**src/rtl/car_row_ctrl.sv**
```systemverilog
// car_row_ctrl
//   Moves one lane of cars once per video frame and checks the lane for
//   overlap with the frog. Each accepted frame walks MOVE (one car per
//   cycle), CHECK (one car per cycle) and DONE (publish Collision).
//
// Ports
//   Clk, Reset        system clock, synchronous active-high reset
//   frame_clk         vsync frame tick, asynchronous to Clk
//   Enable            1 = lane advances on frame ticks
//   FrogX/FrogY       frog bounding box top-left
//   Frog_Width/Height frog bounding box size
//   Car_X, Car_Y      per-slot car left edge (11-bit two's complement) / top
//   Number_Cars       constant NUM_CARS
//   Collision         registered frog/car overlap result of the last update
//   Busy              high while a frame update is being processed
module car_row_ctrl #(
  parameter logic [10:0] ROW_Y    = 11'd280,
  parameter int unsigned NUM_CARS = 3,
  parameter int unsigned SPEED    = 2,
  parameter bit          DIR      = 1'b0,
  parameter int unsigned START_X  = 0,
  parameter int unsigned SPACING  = 213
) (
  input  logic             Clk,
  input  logic             Reset,
  input  logic             frame_clk,
  input  logic             Enable,
  input  logic [10:0]      FrogX,
  input  logic [10:0]      FrogY,
  input  logic [10:0]      Frog_Width,
  input  logic [10:0]      Frog_Height,
  output logic [3:0][10:0] Car_X,
  output logic [3:0][10:0] Car_Y,
  output logic [2:0]       Number_Cars,
  output logic             Collision,
  output logic             Busy
);

  typedef enum logic [1:0] {
    S_WAIT,
    S_MOVE,
    S_CHECK,
    S_DONE
  } state_e;

  localparam logic [1:0]  LAST_IDX = 2'(NUM_CARS - 1);
  localparam logic [10:0] STEP     = 11'(SPEED);
  localparam logic [11:0] CAR_BOT  = {1'b0, ROW_Y} + 12'd40;

  function automatic logic [10:0] reset_x(input int unsigned i);
    return (i < NUM_CARS) ? 11'((START_X + i * SPACING) % 640) : '0;
  endfunction

  // Wrap points place a car fully off-screen (80 px wide) on the far side.
  function automatic logic [10:0] move_car(input logic [10:0] x);
    logic [10:0] nx;
    if (DIR == 1'b0) begin
      nx = x + STEP;
      if (nx >= 11'd640 && nx <= 11'd1023) nx = nx - 11'd720;
    end else begin
      nx = x - STEP;
      // +720 modulo 2048 is the same as +720-2048 for this range
      if (nx >= 11'd1024 && nx <= 11'd1968) nx = nx + 11'd720;
    end
    return nx;
  endfunction

  logic [1:0]       sync_q;
  logic             prev_q;
  logic             rise_q;
  state_e           state_q, state_d;
  logic [1:0]       idx_q, idx_d;
  logic             acc_q, acc_d;
  logic             coll_q, coll_d;
  logic [10:0]      frog_x_q, frog_x_d;
  logic [10:0]      frog_y_q, frog_y_d;
  logic [10:0]      frog_w_q, frog_w_d;
  logic [10:0]      frog_h_q, frog_h_d;
  logic [3:0][10:0] car_q, car_d;

  logic [10:0]      cur_x;
  logic [10:0]      left_x;
  logic [10:0]      right_x;
  logic             hit;

  // Synchronizer plus edge register: rise_q pulses for one cycle.
  always_ff @(posedge Clk) begin
    if (Reset) begin
      sync_q <= '0;
      prev_q <= 1'b0;
      rise_q <= 1'b0;
    end else begin
      sync_q <= {sync_q[0], frame_clk};
      prev_q <= sync_q[1];
      rise_q <= sync_q[1] & ~prev_q;
    end
  end

  // Overlap test against the latched frog box; negative X clamps left edge to 0.
  always_comb begin
    cur_x   = car_q[idx_q];
    left_x  = cur_x[10] ? '0 : cur_x;
    right_x = cur_x + 11'd80;
    hit = (frog_x_q <= right_x) &&
          ({1'b0, left_x} <= ({1'b0, frog_x_q} + {1'b0, frog_w_q})) &&
          ({1'b0, frog_y_q} <= CAR_BOT) &&
          ({1'b0, ROW_Y} <= ({1'b0, frog_y_q} + {1'b0, frog_h_q}));
  end

  always_comb begin
    state_d  = state_q;
    idx_d    = idx_q;
    acc_d    = acc_q;
    coll_d   = coll_q;
    frog_x_d = frog_x_q;
    frog_y_d = frog_y_q;
    frog_w_d = frog_w_q;
    frog_h_d = frog_h_q;
    car_d    = car_q;
    case (state_q)
      S_WAIT: begin
        if (rise_q && Enable) begin
          state_d  = S_MOVE;
          idx_d    = '0;
          acc_d    = 1'b0;
          frog_x_d = FrogX;
          frog_y_d = FrogY;
          frog_w_d = Frog_Width;
          frog_h_d = Frog_Height;
        end
      end
      S_MOVE: begin
        car_d[idx_q] = move_car(cur_x);
        if (idx_q == LAST_IDX) begin
          state_d = S_CHECK;
          idx_d   = '0;
        end else begin
          idx_d = idx_q + 2'd1;
        end
      end
      S_CHECK: begin
        acc_d = acc_q | hit;
        if (idx_q == LAST_IDX) begin
          state_d = S_DONE;
          idx_d   = '0;
        end else begin
          idx_d = idx_q + 2'd1;
        end
      end
      S_DONE: begin
        coll_d  = acc_q;
        state_d = S_WAIT;
      end
      default: state_d = S_WAIT;
    endcase
  end

  always_ff @(posedge Clk) begin
    if (Reset) begin
      state_q  <= S_WAIT;
      idx_q    <= '0;
      acc_q    <= 1'b0;
      coll_q   <= 1'b0;
      frog_x_q <= '0;
      frog_y_q <= '0;
      frog_w_q <= '0;
      frog_h_q <= '0;
      for (int unsigned i = 0; i < 4; i++) car_q[i] <= reset_x(i);
    end else begin
      state_q  <= state_d;
      idx_q    <= idx_d;
      acc_q    <= acc_d;
      coll_q   <= coll_d;
      frog_x_q <= frog_x_d;
      frog_y_q <= frog_y_d;
      frog_w_q <= frog_w_d;
      frog_h_q <= frog_h_d;
      car_q    <= car_d;
    end
  end

  // The accepting cycle in WAIT already counts as busy, so Busy spans
  // detection through DONE (2*NUM_CARS + 2 cycles).
  assign Busy        = (state_q != S_WAIT) || (rise_q && Enable);
  assign Collision   = coll_q;
  assign Car_X       = car_q;
  assign Number_Cars = 3'(NUM_CARS);

  always_comb begin
    for (int unsigned i = 0; i < 4; i++) Car_Y[i] = (i < NUM_CARS) ? ROW_Y : '0;
  end

endmodule

```
**config.mk**
```make
export PLATFORM = sky130hd
export DESIGN_NAME = car_row_ctrl
export DESIGN_NICKNAME = d
export VERILOG_FILES = /design/src/rtl/car_row_ctrl.sv
export SDC_FILE = /design/constraint.sdc
export NUM_CORES = 1
export LEC_CHECK = 0
export BUFFER_PORTS_ARGS = -buffer_cell sky130_fd_sc_hd__buf_2
export CAP_MARGIN = 40
export CORE_MARGIN = 4
export CORE_UTILIZATION = 59
export DETAILED_ROUTE_END_ITERATION = 10
export PLACE_DENSITY = 0.85
export SETUP_SLACK_MARGIN = 0.1
export SLEW_MARGIN = 0
export SYNTH_ARGS = -nofsm -noshare
export SYNTH_HDL_FRONTEND = slang
export SYNTH_SLANG_ARGS = --single-unit
```
**constraint.sdc**
```tcl
create_clock -name Clk -period 8.45 [get_ports Clk]
set_input_delay 1.69 -clock Clk [delete_from_list [all_inputs] [get_ports Clk]]
set_output_delay 1.69 -clock Clk [all_outputs]
set_load 0.1 [all_outputs]
```
== After elaboration in Yosys (flattened, before gate mapping) ==
Cells that the tools add are included.

* Add/subtract/negate cells: 6
* Order comparisons: 8
* Equality and inequality tests: 7
* Multiplexer cells: 17
* Bitwise gates (word level): 3
* Reductions and logical operators: 16

{| class="wikitable"
|+ Operator list
! kind !! count
|-
| 44-bit bitwise mux || 1
|-
| 11-bit two-way mux || 4
|-
| 11-bit by 11-bit adder with 12-bit output || 2
|-
| 11-bit binary-select mux with 2-bit select || 1
|-
| 11-bit demux with 2-bit select || 1
|-
| 10-bit by 12-bit <= comparator with 1-bit output || 1
|-
| 9-bit by 12-bit <= comparator with 1-bit output (first input constant) || 1
|-
| 11-bit by 2-bit adder with 11-bit output (second input constant) || 1
|-
| 11-bit by 7-bit adder with 11-bit output (second input constant) || 1
|-
| 11-bit by 10-bit greater-or-equal comparator with 1-bit output (second input constant) || 1
|-
| 11-bit by 10-bit <= comparator with 1-bit output (second input constant) || 1
|-
| 11-bit <= comparator || 1
|-
| 11-bit by 9-bit <= comparator with 1-bit output (second input constant) || 1
|-
| 11-bit by 10-bit subtractor with 11-bit output (second input constant) || 1
|-
| 10-bit two-way mux || 1
|-
| 2-bit two-way mux || 5
|-
| 2-bit case mux with 4 select lines || 1
|-
| 2-bit == test (second input constant) || 3
|-
| 1-bit logical AND || 6
|-
| 2-bit inequality test (second input constant) || 3
|-
| 2-bit AND reduction || 3
|-
| 2-bit nonzero test || 3
|-
| 2-bit case mux with 2 select lines || 1
|-
| 2-bit by 3-bit less-than comparator with 1-bit output (second input constant) || 1
|-
| 12 further kinds || 12
|}

* Register bits after elaboration: 98
* Input bits: 48
* Output and inout port bits: 93
* Logic and storage cells: 72

== Longest topological paths before layout ==
Gate-level depths: netlist of run 1.

* Depth in word-level cells: 9
* Mapped depth: 17
* Mapped depth without buffers: 17

== Worst setup path before layout of run 1 ==
No wires, ideal clock.

* Path type: input to output
* Start: in Enable
* End: out Busy
* Arrival time: 2,430 ps
* Data required time: 6,760 ps
* Setup slack: 4,330 ps
* Cell stages on the path: 2
* Path buffers: 0
* Cell sequence: nand2_1 -> nand2_1

* Word-level cells in the longest chain between the ends: 2

{| class="wikitable"
|+ Ends and longest elaborated chain
! item !! line !! source
|-
| from (decl) || 27 || <nowiki>input logic Enable,</nowiki>
|-
| 1-bit logical AND || 184 || <nowiki>assign Busy = (state_q != S_WAIT) || (rise_q && Enable);</nowiki>
|-
| 1-bit logical OR || 184 ||
|-
| to (decl) || 36 || <nowiki>output logic Busy</nowiki>
|}

Every way passes these cells.

== Worst setup path in the final report of run 1 ==
Same ends and word-level chain as after synthesis.

==> results of run 1 <==
-- stage by stage --
stage | power, W | cells | utilization (%)
floorplan | 0.000953 | 798 | -
finish | 0.00129 | 964 | 65.4
detailed placement | 0.00103 | 951 | 63.9
global route | 0.00136 | 964 | 65.4
global placement | 0.00101 | 949 | 63.7
CTS | 0.00129 | 964 | 65.4
-- synth_stat cells (4+ instances only) --
master	n	share of area [%]
inv_1	27	1.6
xnor2_1	16	2.2
o21ai_0	27	2.2
xor2_1	8	1.1
a21oi_1	72	5.8
a31oi_1	5	0.50
nor2_1	41	2.5
nand2_1	126	7.6
mux2i_1	5	0.80
a21o_1	6	0.72
dfxtp_1	98	31
o211ai_1	5	0.60
o21a_1	9	1.1
a211oi_1	14	1.7
mux4_2	10	3.6
nand4_1	8	0.80
and3_1	10	1.0
nand3_1	24	1.9
nor3_1	15	1.2
buf_1	5	0.30
buf_4	50	6.0
nor2b_1	17	1.7
ha_1	53	11
clkbuf_1	20	1.2
and4_1	4	0.56
-- sequential cells by signal, indices dropped and copies added, names as in the netlist, 2 cells and up --
signal	cells
Car_X	44
frog_h_q	11
frog_w_q	11
frog_x_q	11
frog_y_q	11
idx_q	2
state_q	2
sync_q	2
-- how the worst max path moves through the flow --
stage,slack (ns),endpoint,startpoint,depth (start not counted)
after floorplan,4.33,Busy,Enable,2
after global placement,4.32,Busy,Enable,4
after detailed placement,4.29,Busy,Enable,4
after CTS,4.29,Busy,Enable,4
after global routing,4.23,Busy,Enable,4
final,4.27,Busy,Enable,4
-- cells by family after synthesis --
| logic type | count (synthesis) |
|---|---|
| other cells | 2 |
| buf+inv | 108 |
| simple gates | 269 |
| flops | 98 |
| mux | 18 |
| compound gates | 177 |
| xor+xnor | 26 |
| fa+ha+maj | 55 |
-- area by class of cell --
cell class              count  area, um^2
flip-flops and latches     98        1960
fillers                   862        3570
well taps                 136         170
clock inverters             2        13.8
multi-input cells         592        3850
clock buffers              11         141
repair buffers             98         518
inverters                  27         101
-- critical path: cells and delay by family --
kind	cells	cell delay (ns)
and+or+nand+nor	2	0.22
buffers and inverters	2	0.57
-- layer usage --
metal | routed length [um] | vias to the layer above
li1 | - | 2704
met3 | 1440 | 36
met1 | 6740 | 2648
met4 | 402 | 0
met5 | 0 | -
met2 | 7260 | 280
-- power by group through the flow --
| stage | combinational, W | sequential, W | clock (W) |
|---|---|---|---|
| after floorplan | 0.000379 | 0.000574 | 0 |
| after global placement | 0.000498 | 0.000510 | 0 |
| after detailed placement | 0.000524 | 0.000505 | 0 |
| after CTS | 0.000525 | 0.000494 | 0.000273 |
| after global routing | 0.000567 | 0.000497 | 0.000292 |
| final | 0.000529 | 0.000495 | 0.000268 |
==> flow_metrics.py, run 1 <==
metrics = {
    "run_status": {
        "status": "finished clean",
    },
    "job": {
        "maxCapViolCount": 0,
    },
    "pwr": {
        "switching_power_w": 0.000558,
        "p_leak_nw": 2.90,
        "pwr-share-comb_pct": 41.0,
        "vdd_ir_drop_max_mv": 0.225,
        "power_density_nw_per_um2": 191,
        "p_seq_share_pct": 38.3,
        "clockPowerShare_pct": 20.7,
        "p_int_w": 0.000735,
        "switching_share_pct": 43.1,
    },
    "routing": {
        "ant_nets": 0,
        "vias_per_cell": 5.88,
        "vias": 5668,
        "finalWirelength_um": 15800,
        "dr.first_iter.drc_count": 468,
        "wire_per_inst_um": 16.4,
        "drc": 0,
        "first_pass_iters": 5,
    },
    "layout": {
        "fin_nets": 929,
        "antennaDiodeCount": 0,
        "drive_gt1_share_pct": 16.7,
        "mostFrequentLayoutCells": "126 x nand2_1, 98 x dfxtp_1, 93 x buf_2, 72 x a21oi_1, 53 x ha_1",
        "fin_area_um2": 6760,
        "syn_to_final_growth_pct": 7.89,
        "final_common_cell": "nand2_1",
    },
    "yosys": {
        "synth_compound_gate_area_share_pct": 18.1,
        "yosys.area_share.xor_xnor_pct": 3.88,
        "ys.flop_type": "dfxtp_1",
        "synth-simple-area-share_pct": 20.3,
        "synth_adder_area_share_pct": 11.2,
        "synth.distinct_cells": 73,
        "avgSynthCellArea_um2": 8.32,
        "synth_area_um2": 6260,
        "synth_mux_area_share_pct": 5.17,
        "yosysWarnings": 0,
        "synth_top_family_by_area": "simple AND/OR/NAND/NOR gates",
        "ys_seq_elements": 98,
        "synthCells": 753,
        "synth-edff-count": 0,
        "yosysSeqAreaShare_pct": 31.3,
        "async_flop_share_pct": 0,
    },
    "timing": {
        "hold_viol": 0,
        "worst_pin_slew_ns": 0.927,
        "holdWs_ns": 0.392,
        "setup_viol": 0,
        "timing.fmax_mhz": 239,
        "slew_headroom_pct": 38.2,
        "clock-skew-final_ns": 0.00755,
        "min_period_ns": 4.18,
        "final.setup.tns_ns": 0,
        "drv_slew": 0,
        "rsz0062_at_grt": "no",
        "fin_crit_sh_pct": 49.5,
        "timing.final.ws_setup_ns": 4.27,
    },
    "die": {
        "die_x_um": 111,
        "die_y_um": 111,
        "ioPinCount": 141,
        "core-area_um2": 10300,
        "initial_core_util_pct": 60.7,
        "row_count": 37,
        "die_area_um2": 12300,
    },
    "setup_path": {
        "r2r_slack_ns": 4.72,
        "crit_slowest_cell": "buf_2",
        "startpoint_type": "primary input",
        "crit_path_max_incr_delay_ns": 0.47,
        "rr_worst_depth": 14,
        "cp_cell_sequence": "buf_2 -> nand2_1 -> nand2_1 -> buf_2",
        "r2r_start": "idx_q[0]$_SDFFE_PP0P_",
        "reg2reg_to": "Car_X[26]$_SDFFE_PP0P_",
        "worstPathArrival_ns": 2.49,
        "crit_type": "primary input to primary output",
        "path_max_fanout": 6,
        "critical_path_required_ns": 6.76,
        "end_kind": "primary output",
    },
    "clock_tree": {
        "clk_pin_slew_worst_paths_ns": 0.09,
        "cts_resized": 0,
        "root_buffer": "clkbuf_8",
        "cts_setup_buffers": 0,
        "cts_htree_levels": 3,
        "clk_latency_ns": 0.37,
        "clockBufferDepth": 2,
        "numCtsBuffers": 9,
        "cts_hold_buf": 0,
        "cts_sinks": 98,
        "cts_tree": "built",
    },
    "global_routing": {
        "use_met2_pct": 40.0,
        "grt_pass1_vias": 5507,
        "use_met1_pct": 32.2,
        "use_met3_pct": 6.60,
        "grt_max_degree": 86,
        "busiest_layer": "met2",
        "grt_pass1_wl_um": 25800,
        "gr-total-overflow": 0,
        "grt_use_total_pct": 25.0,
        "antenna_found_initial": 0,
    },
    "min_path": {
        "min_from": "prev_q$_SDFF_PP0_",
        "worstHoldPathCells": 1,
        "hp-class": "flop to flop",
        "whs_endpoint": "rise_q$_SDFF_PP0_",
    },
    "placement": {
        "io_buffers": 93,
        "dp_slack_ns": 4.29,
        "placed_area_um2": 6600,
        "routabilityCongestion": 0.876,
        "dpl.hpwl_um": 11700,
    },
}
Note: power is estimated with default switching activity, not from simulation.
==> inputs of run 2 (changes only) <==
Settings changed: CORE_UTILIZATION 59 to 55, PLACE_DENSITY 0.85 to 0.8.
Clock period 8.45 ns to 3.9 ns, I/O delays scaled along.
==> run 2 against run 1 <==
Utilization decreased by 2.8 points. First-iteration DRC count grew 6.0%. Final area rose by 1.8%. Sequential share of layout area is 0.52 points lower. Total power up 140%. Sequential power rose by 120%. Clock power rose to 3.2 times the previous value. Register-to-register slack got worse by 4.3 ns. Global-route usage rose by 0.27 points. Combinational power grew 120%. Sequential cell count stayed put. Final cell count is 0.83% higher.
==> flow_metrics.py, run 2 (same netlist as run 1, synthesis figures left out) <==
metrics = {
    "die": {
        "die_area_um2": 13200,
        "ioPinCount": 141,
        "die_x_um": 115,
        "die_y_um": 115,
        "row_count": 38,
        "core-area_um2": 11000,
        "initial_core_util_pct": 57.0,
    },
    "setup_path": {
        "rr_worst_depth": 13,
        "worstPathArrival_ns": 3.74,
        "r2r_start": "idx_q[0]$_SDFFE_PP0P_",
        "crit_family": "compound AO/OA/AOI/OAI gates",
        "crit_buf_inv": 1,
        "crit_slowest_cell": "mux4_2",
        "cp.depth": 13,
        "path_max_fanout": 10,
        "crit_path_max_incr_delay_ns": 0.64,
        "crit_path_frequent_cell": "ha_1",
        "reg2reg_to": "Car_X[37]$_SDFFE_PP0P_",
        "critPathCapture": "Car_X[37]$_SDFFE_PP0P_",
        "startpoint_type": "flop",
        "cp_cell_sequence": "mux4_2 -> ha_1 -> nand3_1 -> xnor2_2 -> ha_1 -> inv_1 -> o311ai_0 -> nor2_1 -> o2111ai_2 -> or3_4 -> nand2_4 -> and3_1 -> a311o_1",
        "end_kind": "flop",
        "crit_type": "flop to flop",
        "setup.worst_path.start": "idx_q[0]$_SDFFE_PP0P_",
        "critical_path_required_ns": 4.14,
        "r2r_slack_ns": 0.40,
    },
    "routing": {
        "drc": 0,
        "vias_per_cell": 5.89,
        "dr.first_iter.drc_count": 496,
        "finalWirelength_um": 16700,
        "ant_nets": 0,
        "vias": 5725,
        "first_pass_iters": 5,
        "wire_per_inst_um": 17.2,
    },
    "clock_tree": {
        "cts_resized": 0,
        "numCtsBuffers": 9,
        "clockBufferDepth": 2,
        "cts_htree_levels": 3,
        "cts_setup_buffers": 0,
        "clk_latency_ns": 0.35,
        "cts_hold_buf": 0,
        "root_buffer": "clkbuf_16",
        "cts_tree": "built",
        "cts_sinks": 98,
        "clk_pin_slew_worst_paths_ns": 0.07,
    },
    "timing": {
        "slew_headroom_pct": 48.3,
        "setup_viol": 0,
        "final.setup.tns_ns": 0,
        "min_period_ns": 3.50,
        "holdWs_ns": 0.389,
        "timing.fmax_mhz": 286,
        "fin_crit_sh_pct": 89.7,
        "worst_pin_slew_ns": 0.774,
        "clock-skew-final_ns": 0.00407,
        "hold_viol": 0,
        "rsz0062_at_grt": "no",
        "drv_slew": 0,
    },
    "run_status": {
        "status": "finished clean",
    },
    "layout": {
        "drive_gt1_share_pct": 16.9,
        "syn_to_final_growth_pct": 9.85,
        "antennaDiodeCount": 0,
        "largest_reg_flops": 44,
        "fin_nets": 930,
        "final_common_cell": "nand2_1",
        "mostFrequentLayoutCells": "126 x nand2_1, 98 x dfxtp_1, 93 x buf_2, 72 x a21oi_1, 53 x ha_1",
        "nFillCells": 937,
    },
    "placement": {
        "routabilityCongestion": 0.945,
        "io_buffers": 93,
        "dpl.hpwl_um": 12600,
    },
    "global_routing": {
        "gr-total-overflow": 0,
        "grt_pass1_wl_um": 26700,
        "antenna_found_initial": 0,
        "grt_max_degree": 70,
        "grt_use_total_pct": 25.3,
        "grt_pass1_vias": 5439,
    },
    "pwr": {
        "power_density_nw_per_um2": 451,
        "vdd_ir_drop_max_mv": 0.499,
        "total_power_w": 0.00310,
        "p_leak_nw": 2.95,
    },
    "job": {
        "maxCapViolCount": 0,
    },
    "min_path": {
        "hp-class": "flop to flop",
    },
}
## run 2: metrics by stage
step                cell area [um^2]  setup WS [ns]  cells  util [%]
finish                          6880          0.403    972      62.6
global route                    6880          0.172    972      62.6
CTS                             6880          0.402    972      62.6
detailed placement              6600          0.426    956      60.1
global placement                6600          0.497    956      60.1
floorplan                       6430          0.342    798         -
## run 2: area by class of cell
cell class                      count  area (um^2)  share of cell area (%)
Multi-Input combinational cell    592         3850                    56.0
Sequential cell                    98         1960                    28.5
Timing Repair Buffer               99          510                    7.42
Clock buffer                       12          246                    3.58
Tap cell                          140          175                    2.55
Inverter                           27          101                    1.47
Clock inverter                      4         33.8                   0.491
## run 2: worst register-to-register path, cell delays in order, from the launching register on
cell       delay [ns]
dfxtp_1          0.56
mux4_2           0.64
ha_1             0.30
nand3_1          0.14
xnor2_2          0.18
ha_1             0.19
inv_1            0.04
o311ai_0         0.31
nor2_1           0.10
o2111ai_2        0.15
or3_4            0.21
nand2_4          0.07
and3_1           0.19
a311o_1          0.30
## run 2: report_power, final
group          internal [W]  total, W  switching (W)
sequential          0.00104   0.00108      0.0000428
clock              0.000457  0.000858       0.000401
combinational      0.000320   0.00116       0.000843
## run 2: worst min-delay path by stage
stage,slack (ns),from,cells past startpoint,endpoint
2_1_floorplan,0.37,prev_q$_SDFF_PP0_,1,rise_q$_SDFF_PP0_
3_3_place_gp,0.37,prev_q$_SDFF_PP0_,1,rise_q$_SDFF_PP0_
3_5_place_dp,0.38,prev_q$_SDFF_PP0_,1,rise_q$_SDFF_PP0_
4_1_cts,0.39,prev_q$_SDFF_PP0_,1,rise_q$_SDFF_PP0_
5_1_grt,0.40,prev_q$_SDFF_PP0_,1,rise_q$_SDFF_PP0_
6_report,0.39,prev_q$_SDFF_PP0_,1,rise_q$_SDFF_PP0_
## run 2: layer usage
layer / vias to the layer above / part of all wire [%] / track usage, %
met2: 289 / 47 / 41.2
met3: 32 / 8.6 / 4.44
met1: 2688 / 43 / 33.9
li1: 2716 / - / -
met5: - / 0 / 0
met4: 0 / 2.2 / 8.53
